### src/rtl/thirty_two_bit_bskip_sub_seq_if.sv
// Operand/result handshake bundle for the sequential borrow-skip subtractor.
// The master side supplies operands and consumes results; the slave side is the datapath.
interface thirty_two_bit_bskip_sub_seq_if #(
    parameter int unsigned WIDTH = 32,
    parameter int unsigned GROUP = 4
);
    localparam int unsigned NG = WIDTH / GROUP;
    localparam int unsigned CW = $clog2(NG) + 1;

    logic             in_valid;
    logic             in_ready;
    logic [WIDTH-1:0] a;
    logic [WIDTH-1:0] b;
    logic             bin;
    logic             out_valid;
    logic             out_ready;
    logic [WIDTH-1:0] d;
    logic             bout;
    logic             zero;
    logic             ovf;
    logic [CW-1:0]    skip_cnt;

    modport master (
        output in_valid, a, b, bin, out_ready,
        input  in_ready, out_valid, d, bout, zero, ovf, skip_cnt
    );

    modport slave (
        input  in_valid, a, b, bin, out_ready,
        output in_ready, out_valid, d, bout, zero, ovf, skip_cnt
    );
endinterface

### src/rtl/thirty_two_bit_bskip_sub_seq.sv
// Sequential borrow-skip subtractor: D = A - B - BIN, one GROUP-bit slice per clock,
// LSB first, with a registered borrow that bypasses slices whose operand digits match.
module thirty_two_bit_bskip_sub_seq #(
    parameter int unsigned WIDTH = 32,
    parameter int unsigned GROUP = 4
) (
    input logic                           clk,
    input logic                           rst_n,
    thirty_two_bit_bskip_sub_seq_if.slave bus
);
    localparam int unsigned NG = WIDTH / GROUP;
    localparam int unsigned IW = (NG > 1) ? $clog2(NG) : 1;
    localparam int unsigned CW = $clog2(NG) + 1;
    localparam int unsigned LW = (WIDTH > 1) ? $clog2(WIDTH) : 1;

    typedef enum logic [1:0] {
        IDLE,
        RUN,
        DONE
    } state_t;

    state_t           state_q;
    logic [WIDTH-1:0] a_q;
    logic [WIDTH-1:0] b_q;
    logic [WIDTH-1:0] d_q;
    logic [IW-1:0]    idx_q;
    logic             br_q;
    logic             bout_q;
    logic             zero_q;
    logic             ovf_q;
    logic             in_ready_q;
    logic             out_valid_q;
    logic [CW-1:0]    skip_cnt_q;

    logic [LW-1:0]    base;
    logic [GROUP-1:0] a_g;
    logic [GROUP-1:0] b_g;
    logic [GROUP:0]   diff;
    logic             ripple_b;
    logic             p;
    logic             br_d;
    logic [WIDTH-1:0] d_d;

    // Current slice: ripple borrow is computed, but matching digits hand the incoming
    // borrow straight through, which is also what the ripple result would give.
    always_comb begin
        base     = LW'(32'(idx_q) * GROUP);
        a_g      = a_q[base +: GROUP];
        b_g      = b_q[base +: GROUP];
        diff     = {1'b0, a_g} - {1'b0, b_g} - {{GROUP{1'b0}}, br_q};
        ripple_b = diff[GROUP];
        p        = (a_g == b_g);
        br_d     = p ? br_q : ripple_b;
        d_d      = d_q;
        d_d[base +: GROUP] = diff[GROUP-1:0];
    end

    always_ff @(posedge clk or negedge rst_n) begin
        if (!rst_n) begin
            state_q     <= IDLE;
            a_q         <= '0;
            b_q         <= '0;
            d_q         <= '0;
            idx_q       <= '0;
            br_q        <= 1'b0;
            bout_q      <= 1'b0;
            zero_q      <= 1'b0;
            ovf_q       <= 1'b0;
            in_ready_q  <= 1'b1;
            out_valid_q <= 1'b0;
            skip_cnt_q  <= '0;
        end else begin
            case (state_q)
                IDLE: begin
                    if (bus.in_valid && in_ready_q) begin
                        a_q        <= bus.a;
                        b_q        <= bus.b;
                        br_q       <= bus.bin;
                        idx_q      <= '0;
                        skip_cnt_q <= '0;
                        in_ready_q <= 1'b0;
                        state_q    <= RUN;
                    end
                end
                RUN: begin
                    d_q  <= d_d;
                    br_q <= br_d;
                    if (p) begin
                        skip_cnt_q <= skip_cnt_q + CW'(1);
                    end
                    if (idx_q == IW'(NG - 1)) begin
                        bout_q      <= br_d;
                        zero_q      <= (d_d == '0);
                        ovf_q       <= (a_q[WIDTH-1] != b_q[WIDTH-1]) &&
                                       (d_d[WIDTH-1] != a_q[WIDTH-1]);
                        out_valid_q <= 1'b1;
                        state_q     <= DONE;
                    end else begin
                        idx_q <= idx_q + IW'(1);
                    end
                end
                DONE: begin
                    if (bus.out_ready) begin
                        out_valid_q <= 1'b0;
                        in_ready_q  <= 1'b1;
                        state_q     <= IDLE;
                    end
                end
                default: begin
                    state_q     <= IDLE;
                    in_ready_q  <= 1'b1;
                    out_valid_q <= 1'b0;
                end
            endcase
        end
    end

    assign bus.in_ready  = in_ready_q;
    assign bus.out_valid = out_valid_q;
    assign bus.d         = d_q;
    assign bus.bout      = bout_q;
    assign bus.zero      = zero_q;
    assign bus.ovf       = ovf_q;
    assign bus.skip_cnt  = skip_cnt_q;
endmodule

### src/flat_wrapper.sv
// flat-port wrapper written by rule: the top's interface ports become plain ports
module thirty_two_bit_bskip_sub_seq_flat 
#(
    parameter int unsigned WIDTH = 32,
    parameter int unsigned GROUP = 4
)
  (clk, rst_n, bus_in_valid, bus_a, bus_b, bus_bin, bus_out_ready, bus_in_ready, bus_out_valid, bus_d, bus_bout, bus_zero, bus_ovf, bus_skip_cnt);
  thirty_two_bit_bskip_sub_seq_if #(.WIDTH(WIDTH), .GROUP(GROUP)) bus_i ();
  input logic clk;
  input logic rst_n;
  input wire logic [$bits(bus_i.in_valid)-1:0] bus_in_valid;
  input wire logic [$bits(bus_i.a)-1:0] bus_a;
  input wire logic [$bits(bus_i.b)-1:0] bus_b;
  input wire logic [$bits(bus_i.bin)-1:0] bus_bin;
  input wire logic [$bits(bus_i.out_ready)-1:0] bus_out_ready;
  output wire logic [$bits(bus_i.in_ready)-1:0] bus_in_ready;
  output wire logic [$bits(bus_i.out_valid)-1:0] bus_out_valid;
  output wire logic [$bits(bus_i.d)-1:0] bus_d;
  output wire logic [$bits(bus_i.bout)-1:0] bus_bout;
  output wire logic [$bits(bus_i.zero)-1:0] bus_zero;
  output wire logic [$bits(bus_i.ovf)-1:0] bus_ovf;
  output wire logic [$bits(bus_i.skip_cnt)-1:0] bus_skip_cnt;
  assign bus_i.in_valid = bus_in_valid;
  assign bus_i.a = bus_a;
  assign bus_i.b = bus_b;
  assign bus_i.bin = bus_bin;
  assign bus_i.out_ready = bus_out_ready;
  assign bus_in_ready = bus_i.in_ready;
  assign bus_out_valid = bus_i.out_valid;
  assign bus_d = bus_i.d;
  assign bus_bout = bus_i.bout;
  assign bus_zero = bus_i.zero;
  assign bus_ovf = bus_i.ovf;
  assign bus_skip_cnt = bus_i.skip_cnt;
  thirty_two_bit_bskip_sub_seq #(.WIDTH(WIDTH), .GROUP(GROUP)) u_core (.clk(clk), .rst_n(rst_n), .bus(bus_i));
endmodule
### config.mk
export PLATFORM = sky130hd
export DESIGN_NAME = thirty_two_bit_bskip_sub_seq_flat
export DESIGN_NICKNAME = d
export VERILOG_FILES = /design/src/rtl/thirty_two_bit_bskip_sub_seq_if.sv /design/src/rtl/thirty_two_bit_bskip_sub_seq.sv /design/src/flat_wrapper.sv
export SDC_FILE = /design/constraint.sdc
export NUM_CORES = 1
export LEC_CHECK = 0
export BUFFER_PORTS_ARGS = -buffer_cell sky130_fd_sc_hd__buf_4
export CORE_UTILIZATION = 55
export CTS_BUF_LIST = sky130_fd_sc_hd__clkbuf_4 sky130_fd_sc_hd__clkbuf_8
export CTS_CLUSTER_DIAMETER = 50
export CTS_CLUSTER_SIZE = 20
export DETAILED_ROUTE_END_ITERATION = 7
export HOLD_SLACK_MARGIN = 0.15
export PLACE_DENSITY = 0.8
export RECOVER_POWER = 50
export SYNTH_ARGS = -nofsm -noshare
export SYNTH_HDL_FRONTEND = slang
export SYNTH_SLANG_ARGS = --single-unit
### constraint.sdc
create_clock -name clk -period 4.2 [get_ports clk]
set_input_delay 0.42 -clock clk [delete_from_list [all_inputs] [get_ports clk]]
set_output_delay 0.42 -clock clk [all_outputs]
set_load 0.03 [all_outputs]
# Yosys cells after proc, flatten, opt, wreduce, memory -nomap -nowiden
# Cells that the tools add are included.
[totals] elab_cells=67 output_inout_bits=41 ff_bits=111
[op_classes] n_addsub=5 reduce_logical=13 shifts=4 n_eq_ne=11 bitwise=2 mux=20
[op_table] op="$shiftx 32x6->4" n=2
[op_table] op="$bwmux 32" n=1
[op_table] op="$logic_not 32->1" n=1
[op_table] op="$shift 4x7->32 const A" n=1
[op_table] op="$shiftx 4x7->32" n=1
[op_table] op="$reduce_and 3->1" n=5
[op_table] op="$mux 4" n=2
[op_table] op="$pmux 4 s2" n=1
[op_table] op="$neg 5->7" n=1
[op_table] op="$mux 1" n=6
[op_table] op="$mux 2" n=3
[op_table] op="$mux 3" n=2
[op_table] op="$ne 2x1->1 const B" n=3
[op_table] op="$pmux 1 s3" n=2
[op_table] op="$pmux 2 s3" n=1
[op_table] op="$pmux 3 s2" n=1
[op_table] op="$reduce_and 2->1" n=3
[op_table] op="$sub 4x4->5" n=1
[op_table] op="$sub 5x1->5" n=1
[op_table] op="$add 4x1->4 const B" n=1
[op_table] op="$eq 4x4->1" n=1
[op_table] op="$ne 2x2->1 const B" n=2
[op_table] op="$add 3x1->3 const B" n=1
[op_table] op="$eq 3x3->1 const B" n=1
[op_table] op="other kinds (8)" n=11

# Logic depth before layout (Yosys ltp)
# Gate-level depths: netlist of the first run.
[logic_depth] word_depth=7 ltp_mapped=14 mapped_depth_nobuf=12

# Worst setup path before layout of the first run
# Ideal clock, no wire load.
[synth_timing] kind="reg-to-reg" start="reg u_core.idx_q[0]" end="reg u_core.zero_q, in the netlist u_core.bus.zero" setup_slack_ps=503 t_required_ps=4122 setup_time_ps=78 period_less_slack_ps=3697 t_arrival_ps=3619 path_stages_with_launch=15 path_cell_list="dfrtp_1 buf_2 buf_1 buf_2 mux4_2 inv_1 fa_1 inv_1 fa_1 xor2_1 nand2_1 o211a_1 or4_1 a211o_1 a21boi_1"
[synth_between] elab_chain_cells=6 elab_cells_between_ends=11 cone_classes="3 x add/sub; 1 x eq/ne; 4 x shift; 1 x mux; 2 x reduce/logical"
[synth_lines] item="start, declared" line_no="thirty_two_bit_bskip_sub_seq.sv:26" text="logic [IW-1:0] idx_q;"
[synth_lines] item="start signal, assigned" line_no="thirty_two_bit_bskip_sub_seq.sv:99" text="idx_q <= idx_q + IW'(1);"
[synth_lines] item="$shiftx 32x6->4 (on tied branches)" line_no="thirty_two_bit_bskip_sub_seq.sv:48, thirty_two_bit_bskip_sub_seq.sv:49"
[synth_lines] item="$sub 4x4->5" line_no="thirty_two_bit_bskip_sub_seq.sv:50" text="diff = {1'b0, a_g} - {1'b0, b_g} - {{GROUP{1'b0}}, br_q};"
[synth_lines] item="$sub 5x1->5" line_no="thirty_two_bit_bskip_sub_seq.sv:50"
[synth_lines] item="$shiftx 4x7->32" line_no="thirty_two_bit_bskip_sub_seq.sv:55" text="d_d[base +: GROUP] = diff[GROUP-1:0];"
[synth_lines] item="$bwmux 32" line_no="thirty_two_bit_bskip_sub_seq.sv:55"
[synth_lines] item="$logic_not 32->1" line_no="thirty_two_bit_bskip_sub_seq.sv:93" text="zero_q <= (d_d == '0);"
[synth_lines] item="end signal, assigned" line_no="thirty_two_bit_bskip_sub_seq.sv:93"
[synth_lines] item="end, declared" line_no="thirty_two_bit_bskip_sub_seq.sv:29" text="logic zero_q;"
# Several ways; a longest one is shown, not always the timed one.
# A chain may end at the register's enable or synchronous reset.

# Worst setup path after layout of the first run
[layout_timing] start="reg u_core.idx_q[1]" end="reg u_core.zero_q, in the netlist u_core.bus.zero"
# The elaborated chain is that of the path after synthesis.

==> impl_metrics.json, run 1 <==
{
  "antenna_found_initial": 0,
  "cts_buffer_depth": 2,
  "synth_common_cells": "nand2_1, dfrtp_1, o21ai_0",
  "synth.most_common_cell": "nand2_1",
  "fin_cells": 801,
  "fin_total_pwr_uw": 5990,
  "hold_viol": 0,
  "crit_family": "adder cells",
  "hold_buffers": 0,
  "die_y_um": 101,
  "rsz0062_at_grt": "no",
  "grt_pass1_wl_um": 20200,
  "powerDensity_nw_per_um2": 931,
  "root_buffer": "clkbuf_8",
  "finClkSkew_ps": 13.3,
  "dpl.hpwl_um": 9050,
  "die_area_um2": 10200,
  "synth_ff_type": "dfrtp_1",
  "tns_ps": 0,
  "worst_ep_arrival_time_ps": 4050,
  "avgSynthCellArea_um2": 9.55,
  "max-slew-margin-rel": -0.333,
  "fmaxAchievable_mhz": 266,
  "numCtsBuffers": 9,
  "placementRows": 35,
  "dr.pass1.iters": 4,
  "violations": "max-capacitance violations, max-slew violations",
  "post_cts_buffers": 0,
  "dp_cells": 786,
  "cp_cell_sequence": "buf_12 -> mux2i_1 -> mux4_2 -> inv_1 -> fa_1 -> inv_1 -> fa_1 -> nand2_1 -> o211a_1 -> or4_1 -> a211o_1 -> a21boi_1",
  "port_buffers": 109,
  "async_flop_share": 1.00,
  "ys_top_cells_by_area": "dfrtp_1, nand2_1, mux4_2",
  "syn_to_final_growth_pct": 19.1,
  "cts_sinks": 111,
  "period_needed_ps": 3760,
  "postLayoutCoreUtil": 0.687,
  "post_drt_via_cell_ratio": 5.51,
  "n_antenna_cell": 0,
  "initial_core_util": 0.577,
  "syn_nets": 646,
  "synth_cell_types": 49,
  "cts_tree": "built",
  "setup_viol": 0,
  "required_ps": 4490,
  "fillers": 780,
  "core-area_um2": 9370,
  "status": "finished, violations left",
  "cp_slowest_cell": "fa_1",
  "drc_errors": 0,
  "grt_pass1_vias": 4240,
  "die_w_um": 101,
  "ys_ff_latch": 111,
  "vdd_drop_max_uv": 687,
  "cts_resized": 0,
  "leakagePower_uw": 0.00329,
  "nets": 748,
  "slew_viol_final": 114,
  "vias": 4417,
  "final_antenna_net_count": 0,
  "cp_max_fo": 16,
  "seqCellArea_um2": 2780,
  "place_congestion": 0.869,
  "drt_iter0_drc": 177,
  "crit_buf_inv": 3,
  "wl_per_cell_um": 15.4,
  "path_clk_slew_ps": 110,
  "track_usage": 0.257,
  "synth_warnings": 0,
  "cap_violations": 2,
  "crit_path_start_kind": "register",
  "synth_area_leader_cell": "dfrtp_1",
  "drive_above_1_share": 0.211,
  "syn_area_um2": 5410,
  "htree_levels": 3,
  "grt.overflow.total": 0,
  "wirelength_um": 12400,
  "crit_path_end_kind": "register",
  "synth_cells": 566,
  "synth-edff-count": 0,
  "finalCritPeriodShare": 0.896,
  "hold_class": "in -> reg",
  "slowest_delay_ps": 810,
  "grt_max_degree": 83,
  "synth_top_area_share": 0.509,
  "crit_type": "reg -> reg",
  "synth_seq_area_share": 0.514,
  "ios": 110,
  "tightest_slew_ps": 2000,
  "worstSkewPairLatency_ps": 370,
  "multi_input_area_um2": 2460
}
==> kinds of logic after synthesis <==
group	Yosys count	share of synthesized area
flip-flops	111	0.514
buffers and inverters	39	0.0312
multiplexers	47	0.124
XOR/XNOR	8	0.0130
AO/OA/AOI/OAI	51	0.0583
adder cells (fa/ha/maj)	11	0.0282
AND/OR/NAND/NOR	299	0.231
==> metal layers <==
metal	track usage	up-vias	wire [um]
li1	-	2092	-
met1	0.363	2153	5520
met2	0.414	156	5900
met3	0.0524	16	799
met4	0.0613	0	150
met5	0	-	0
==> placed cells by master (no fill, tap or decap), drive strengths merged, types with 2 or more instances in the layout <==
master / n
nand2: 249
dfrtp: 110
buf: 91
clkbuf: 36
o21ai: 29
mux2i: 21
mux4: 15
nor2: 14
inv: 13
mux2: 11
ha: 9
xor2: 7
a21oi: 7
nor4: 6
nor3: 5
or4: 4
nand2b: 3
nand3: 3
nand4: 3
nor3b: 3
nor2b: 2
and3: 2
o31ai: 2
a2111oi: 2
o221ai: 2
fa: 2
clkinvlp: 2
clkinv: 2
o32ai: 2
==> cell type report <==
type / count / share of cell area
clock buffers: 10 / 0.0204
clock inverters: 5 / 0.00914
inverters: 13 / 0.00758
multi-input cells: 416 / 0.383
flip-flops and latches: 111 / 0.432
well taps: 129 / 0.0251
repair buffers: 117 / 0.123
==> flip-flops by register name, summed over array words and instances (netlist names) <==
register and flops:
u_core.a_q 32, u_core.b_q 32, u_core.bus.d 32, u_core.bus.skip_cnt 4
u_core.idx_q 3, u_core.state_q 2, u_core.br_q 1, u_core.bus.bout 1
u_core.bus.in_ready 1, u_core.bus.out_valid 1, u_core.bus.ovf 1, u_core.bus.zero 1
==> power by group <==
part	total (uW)	internal, uW	switching [uW]
sequential	1900	1540	359
combinational	3460	1330	2130
clock	631	281	351
total	5990	3150	2840
==> through the flow <==
stage | hold slack (ps) | instance area [um^2] | setup slack [ps]
5_1_grt | 214 | 6440 | 188
3_5_place_dp | 458 | 6340 | 518
4_1_cts | 220 | 6530 | 456
6_report | 230 | 6440 | 439
2_1_floorplan | 124 | 5410 | 503
3_3_place_gp | 457 | 6340 | 601
==> worst register-to-register path: stages, from the launching register on <==
cell,delay [ps]
dfrtp_1,540
buf_12,210
mux2i_1,140
mux4_2,470
inv_1,80
fa_1,210
inv_1,70
fa_1,810
nand2_1,130
o211a_1,160
or4_1,470
a211o_1,240
a21boi_1,140
==> path summary, 6_finish.rpt <==
| check | start | end | slack (ps) | cells after the start |
|---|---|---|---|---|
| setup / recovery | u_core.idx_q[1] | u_core.bus.zero | 440 | 12 |
| hold / removal | bus_b[10] | u_core.b_q[10] | 230 | 3 |
| setup reg to reg | u_core.idx_q[1] | u_core.bus.zero | 440 | 12 |
| hold reg to reg | u_core.b_q[26] | u_core.b_q[26] | 480 | 2 |
| max in group asynchronous | rst_n | u_core.b_q[0] | 1360 | 2 |
| min in group asynchronous | rst_n | u_core.bus.skip_cnt[3] | 590 | 1 |
Power figures use the tool's default switching activity.
==> inputs of run 2 (changes only) <==
--- a/config.mk
+++ b/config.mk
@@ -14,6 +14,7 @@
 export HOLD_SLACK_MARGIN = 0.15
 export PLACE_DENSITY = 0.8
 export RECOVER_POWER = 50
+export REMOVE_ABC_BUFFERS = 1
 export SYNTH_ARGS = -nofsm -noshare
 export SYNTH_HDL_FRONTEND = slang
 export SYNTH_SLANG_ARGS = --single-unit
==> run 2 against run 1 <==
  * Die area is the same
  * Final cell count fell by 0.25%
  * The flow still finishes with violations (max-capacitance violations, max-slew violations)
  * Highest routed layer unchanged
  * Critical path type unchanged
  * Global-route usage is 0.41 points lower
  * Via count shrank 3.0%
==> impl_metrics.json, run 2 (synthesis gave the netlist of run 1 again) <==
{
  "vdd_drop_max_uv": 565,
  "combPwrFrac": 0.566,
  "period_needed_ps": 3850,
  "root_buffer": "clkbuf_8",
  "hold_class": "in -> reg",
  "die_area_um2": 10200,
  "r2r_end": "u_core.bus.zero",
  "hold_path_depth": 3,
  "slew_viol_final": 114,
  "place_congestion": 0.876,
  "final_common_cell": "nand2_1",
  "design_area_um2": 6390,
  "core-area_um2": 9370,
  "place_area_um2": 6320,
  "fmaxAchievable_mhz": 260,
  "worst_slack_ps": 350,
  "hold_viol": 0,
  "cp_max_fo": 20,
  "numCtsBuffers": 9,
  "seq_power_share": 0.319,
  "final_antenna_net_count": 0,
  "grt.overflow.total": 0,
  "track_usage": 0.253,
  "tns_ps": 0,
  "p_int_uw": 3140,
  "pwr-share-clk": 0.115,
  "p_sw_uw": 2800,
  "cts_tree": "built",
  "initial_core_util": 0.577,
  "dr_wl_met3_um": 584,
  "wl_met1_um": 5380,
  "cts_resized": 0,
  "nets": 747,
  "drt_iter0_drc": 163,
  "die_y_um": 101,
  "syn_to_final_growth_pct": 18.2,
  "worstSkewPairLatency_ps": 370,
  "crit_path_end_kind": "register",
  "htree_levels": 3,
  "dr.pass1.iters": 4,
  "wl_per_cell_um": 14.8,
  "wl_met2_um": 5620,
  "hold_end": "u_core.b_q[26]",
  "finalCritPeriodShare": 0.917,
  "highest-signal-layer": "met4",
  "finClkSkew_ps": 18.2,
  "crit_type": "reg -> reg",
  "required_ps": 4480,
  "die_w_um": 101,
  "netSwitchingFraction": 0.471,
  "leakagePower_uw": 0.00325,
  "postLayoutCoreUtil": 0.682,
  "rsz0062_at_grt": "no",
  "status": "finished, violations left",
  "cts_sinks": 111,
  "reg2reg_slack_ps": 350,
  "post_cts_buffers": 0,
  "antenna_found_initial": 0,
  "dpl.hpwl_um": 8330,
  "powerDensity_nw_per_um2": 930,
  "vias": 4284,
  "placementRows": 35,
  "cts_buffer_depth": 2,
  "ios": 110,
  "grt_pass1_wl_um": 20100,
  "grt_pass1_vias": 4205,
  "min_from": "bus_b[26]",
  "violations": "max-capacitance violations, max-slew violations",
  "drive_above_1_share": 0.191,
  "n_antenna_cell": 0,
  "drc_errors": 0,
  "place_ws_ps": 413,
  "post_drt_via_cell_ratio": 5.36,
  "worst_ep_arrival_time_ps": 4130,
  "port_buffers": 109,
  "rr_worst_depth": 13,
  "max-slew-margin-rel": -0.276,
  "crit_path_start_kind": "register",
  "setup_viol": 0,
  "wirelength_um": 11800,
  "path_clk_slew_ps": 110,
  "cap_violations": 2,
  "mostFrequentLayoutCells": "nand2_1, dfrtp_1, buf_4",
  "hold_buffers": 0,
  "r2r-start": "u_core.idx_q[1]",
  "grt_max_degree": 80,
  "tightest_slew_ps": 1910
}
## run 2: layer usage
layer / up-vias / global-route usage
met5: - / 0
met4: 0 / 0.0870
met3: 19 / 0.0297
met2: 147 / 0.409
met1: 2024 / 0.359
li1: 2094 / -
## run 2: worst max-delay path by stage
stage	startpoint	slack [ps]	end
finish	u_core.idx_q[1]	350	u_core.bus.zero
global route	u_core.idx_q[1]	20	u_core.bus.zero
CTS	u_core.idx_q[1]	320	u_core.bus.zero
detailed placement	u_core.idx_q[1]	410	u_core.bus.zero
global placement	u_core.idx_q[1]	550	u_core.bus.zero
floorplan	u_core.bus.in_ready	-700	u_core.idx_q[0]
## run 2: layout make-up
class                   count  area, um^2
fillers                   757        2980
flip-flops and latches    111        2780
multi-input cells         416        2460
repair buffers            116         729
well taps                 129         161
clock buffers               9         124
clock inverters             5        82.6
inverters                  13        48.8
## run 2: metrics by stage
| stage | total power, uW | instances | hold slack (ps) |
|---|---|---|---|
| floorplan | 4230 | 540 | 124 |
| global placement | 5260 | 785 | 454 |
| detailed placement | 5360 | 785 | 461 |
| CTS | 6060 | 799 | 216 |
| global route | 6440 | 799 | 210 |
| finish | 5940 | 799 | 228 |
## run 2: power by group through the flow
stage                     Combinational, uW  Sequential, uW  Clock [uW]
after floorplan                        2090            2140           0
after global placement                 3370            1900           0
after detailed placement               3450            1910           0
after CTS                              3470            1890         699
after global routing                   3740            1950         744
final                                  3360            1900         684
## run 2: critical path: stages (launching register included)
cell and delay [ps]:
dfrtp_1 430, buf_4 330, mux2i_1 180, mux4_2 490
inv_1 80, fa_1 200, inv_1 70, fa_1 460
xnor2_1 220, o32ai_2 270, a21oi_1 100, or4_1 540
a211o_1 240, a21boi_1 150
==> inputs of run 3 (changes only) <==
--- a/config.mk
+++ b/config.mk
@@ -6,13 +6,15 @@
 export NUM_CORES = 1
 export LEC_CHECK = 0
 export BUFFER_PORTS_ARGS = -buffer_cell sky130_fd_sc_hd__buf_4
-export CORE_UTILIZATION = 55
+export CELL_PAD_IN_SITES_DETAIL_PLACEMENT = 0
+export CELL_PAD_IN_SITES_GLOBAL_PLACEMENT = 1
+export CORE_UTILIZATION = 43
 export CTS_BUF_LIST = sky130_fd_sc_hd__clkbuf_4 sky130_fd_sc_hd__clkbuf_8
 export CTS_CLUSTER_DIAMETER = 50
 export CTS_CLUSTER_SIZE = 20
 export DETAILED_ROUTE_END_ITERATION = 7
 export HOLD_SLACK_MARGIN = 0.15
-export PLACE_DENSITY = 0.8
+export PLACE_DENSITY_LB_ADDON = 0.1
 export RECOVER_POWER = 50
 export REMOVE_ABC_BUFFERS = 1
 export SYNTH_ARGS = -nofsm -noshare
==> run 3 against run 2 <==
  * The run now ends clean
  * Core utilization is 15 points lower
  * Combinational power rose by 2%
  * Sequential power is essentially flat
  * Largest cell class unchanged
==> impl_metrics.json, run 3 (synthesis gave the netlist of run 1 again) <==
{
  "status": "complete, no violations",
  "hold_viol": 0,
  "cts_buffer_depth": 2,
  "cp_cell_sequence": "buf_4 -> mux2i_1 -> mux4_2 -> inv_1 -> fa_1 -> inv_1 -> fa_1 -> xor2_1 -> buf_4 -> nand2_1 -> a2111oi_0 -> nand4_1 -> a211o_1 -> a21boi_1",
  "path_clk_slew_ps": 100,
  "core-area_um2": 12100,
  "tightest_slew_ps": 1410,
  "wirelength_um": 12500,
  "crit_buf_inv": 4,
  "holdWs_ps": 223,
  "worst_slack_ps": 509,
  "crit_type": "reg -> reg",
  "powerDensity_nw_per_um2": 930,
  "worstSkewPairLatency_ps": 380,
  "ios": 110,
  "wl_per_cell_um": 14.8,
  "numCtsBuffers": 9,
  "die_y_um": 114,
  "finClkSkew_ps": 10.6,
  "dpl.hpwl_um": 9040,
  "rsz0062_at_grt": "no",
  "final_antenna_net_count": 0,
  "slew_viol_final": 0,
  "fmaxAchievable_mhz": 271,
  "root_buffer": "clkbuf_8",
  "period_needed_ps": 3690,
  "port_buffers": 109,
  "cp_max_fo": 14,
  "initial_core_util": 0.446,
  "final_common_cell": "nand2_1",
  "combPwrFrac": 0.569,
  "antenna_found_initial": 0,
  "mostFrequentLayoutCells": "nand2_1, dfrtp_1, buf_4",
  "die_area_um2": 13000,
  "r2r_end": "u_core.bus.zero",
  "drt_iter0_drc": 192,
  "grt_max_degree": 70,
  "cts_sinks": 111,
  "track_usage": 0.205,
  "nets": 752,
  "crit_family": "compound AO/OA/AOI/OAI gates",
  "crit_path_start_kind": "register",
  "crit_path_end_kind": "register",
  "syn_to_final_growth_pct": 19.9,
  "vdd_drop_max_uv": 437,
  "hold_end": "u_core.b_q[10]",
  "dp_cells": 828,
  "grt.overflow.total": 0,
  "cp_slowest_cell": "a2111oi_0",
  "dr.pass1.iters": 4,
  "design_area_um2": 6480,
  "htree_levels": 3,
  "drc_errors": 0,
  "rr_worst_depth": 14,
  "required_ps": 4500,
  "post_drt_via_cell_ratio": 5.04,
  "cts_tree": "built",
  "setup_viol": 0,
  "vias": 4256,
  "cap_violations": 0,
  "fin_cells": 845,
  "drive_above_1_share": 0.192,
  "placementRows": 40,
  "slowest_delay_ps": 500,
  "hold_path_depth": 3,
  "postLayoutCoreUtil": 0.535,
  "finalCritPeriodShare": 0.879,
  "min_from": "bus_b[10]",
  "seq_power_share": 0.312,
  "pwr-share-clk": 0.119,
  "hold_class": "in -> reg",
  "place_area_um2": 6400,
  "place_congestion": 0.880,
  "die_w_um": 114,
  "place_ws_ps": 563,
  "worst_ep_arrival_time_ps": 3990,
  "n_antenna_cell": 0,
  "grt_pass1_wl_um": 20800,
  "reg2reg_slack_ps": 510,
  "r2r-start": "u_core.idx_q[1]",
  "p_sw_uw": 2820,
  "grt_pass1_vias": 4184,
  "p_int_uw": 3200,
  "netSwitchingFraction": 0.469,
  "leakagePower_uw": 0.00326,
  "max-slew-margin-rel": 0.0604
}
-- run 3: cell types whose count changed in the layout (fill, tap and decap cells not counted), sizes merged --
cell and delta:
clkbuf +7, dlygate4sd3 +1, clkinv +1, buf -1, inv -2, clkinvlp +1
-- run 3: worst max path at each step --
stage / to / slack (ps) / depth (start not counted) / from
floorplan: u_core.idx_q[0] / -700 / 3 / u_core.bus.in_ready
global placement: u_core.bus.zero / 690 / 13 / u_core.idx_q[1]
detailed placement: u_core.bus.zero / 560 / 12 / u_core.idx_q[1]
CTS: u_core.bus.zero / 540 / 12 / u_core.idx_q[1]
global route: u_core.bus.zero / 230 / 14 / u_core.idx_q[1]
finish: u_core.bus.zero / 510 / 14 / u_core.idx_q[1]
-- run 3: what timing repair did --
item	4_1_cts	5_1_grt
setup endpoints to repair	0	0
gates resized for setup	0	0
hold endpoints to repair	24	0
buffers inserted	0	0
hold buffers	1	0
-- run 3: cell type report --
type	instances	area, um^2
clock buffers	11	145
clock inverters	5	81.3
fillers	1181	5630
inverters	13	48.8
multi-input cells	416	2460
flip-flops and latches	111	2780
well taps	168	210
repair buffers	121	752
-- run 3: routing by layer --
layer	wire, um	share of wire	global-route usage	vias up
li1	-	-	-	2101
met1	5990	0.48	0.290	2049
met2	5860	0.47	0.330	94
met3	456	0.037	0.0281	12
met4	155	0.012	0.0667	0
met5	0	0	0	-
-- run 3: power by group through the flow --
stage | logic (uW) | clock network [uW] | registers [uW]
detailed placement | 3580 | 0 | 1900
finish | 3430 | 718 | 1880
CTS | 3600 | 737 | 1880
global route | 3790 | 777 | 1940
global placement | 3520 | 0 | 1890
floorplan | 2090 | 0 | 2140
-- run 3: metrics by stage --
stage                     setup TNS, ps  power, uW
after CTS                             0       6220
after global routing                  0       6510
after floorplan                  -20480       4230
after global placement                0       5420
final                                 0       6030
after detailed placement              0       5490
-- run 3: worst reg2reg max path: stages (launching register included) --
cell       delay (ps)
dfrtp_1           390
buf_4             210
mux2i_1           180
mux4_2            480
inv_1              80
fa_1              210
inv_1              70
fa_1              460
xor2_1            190
buf_4             190
nand2_1            90
a2111oi_0         500
nand4_1           150
a211o_1           290
a21boi_1          140
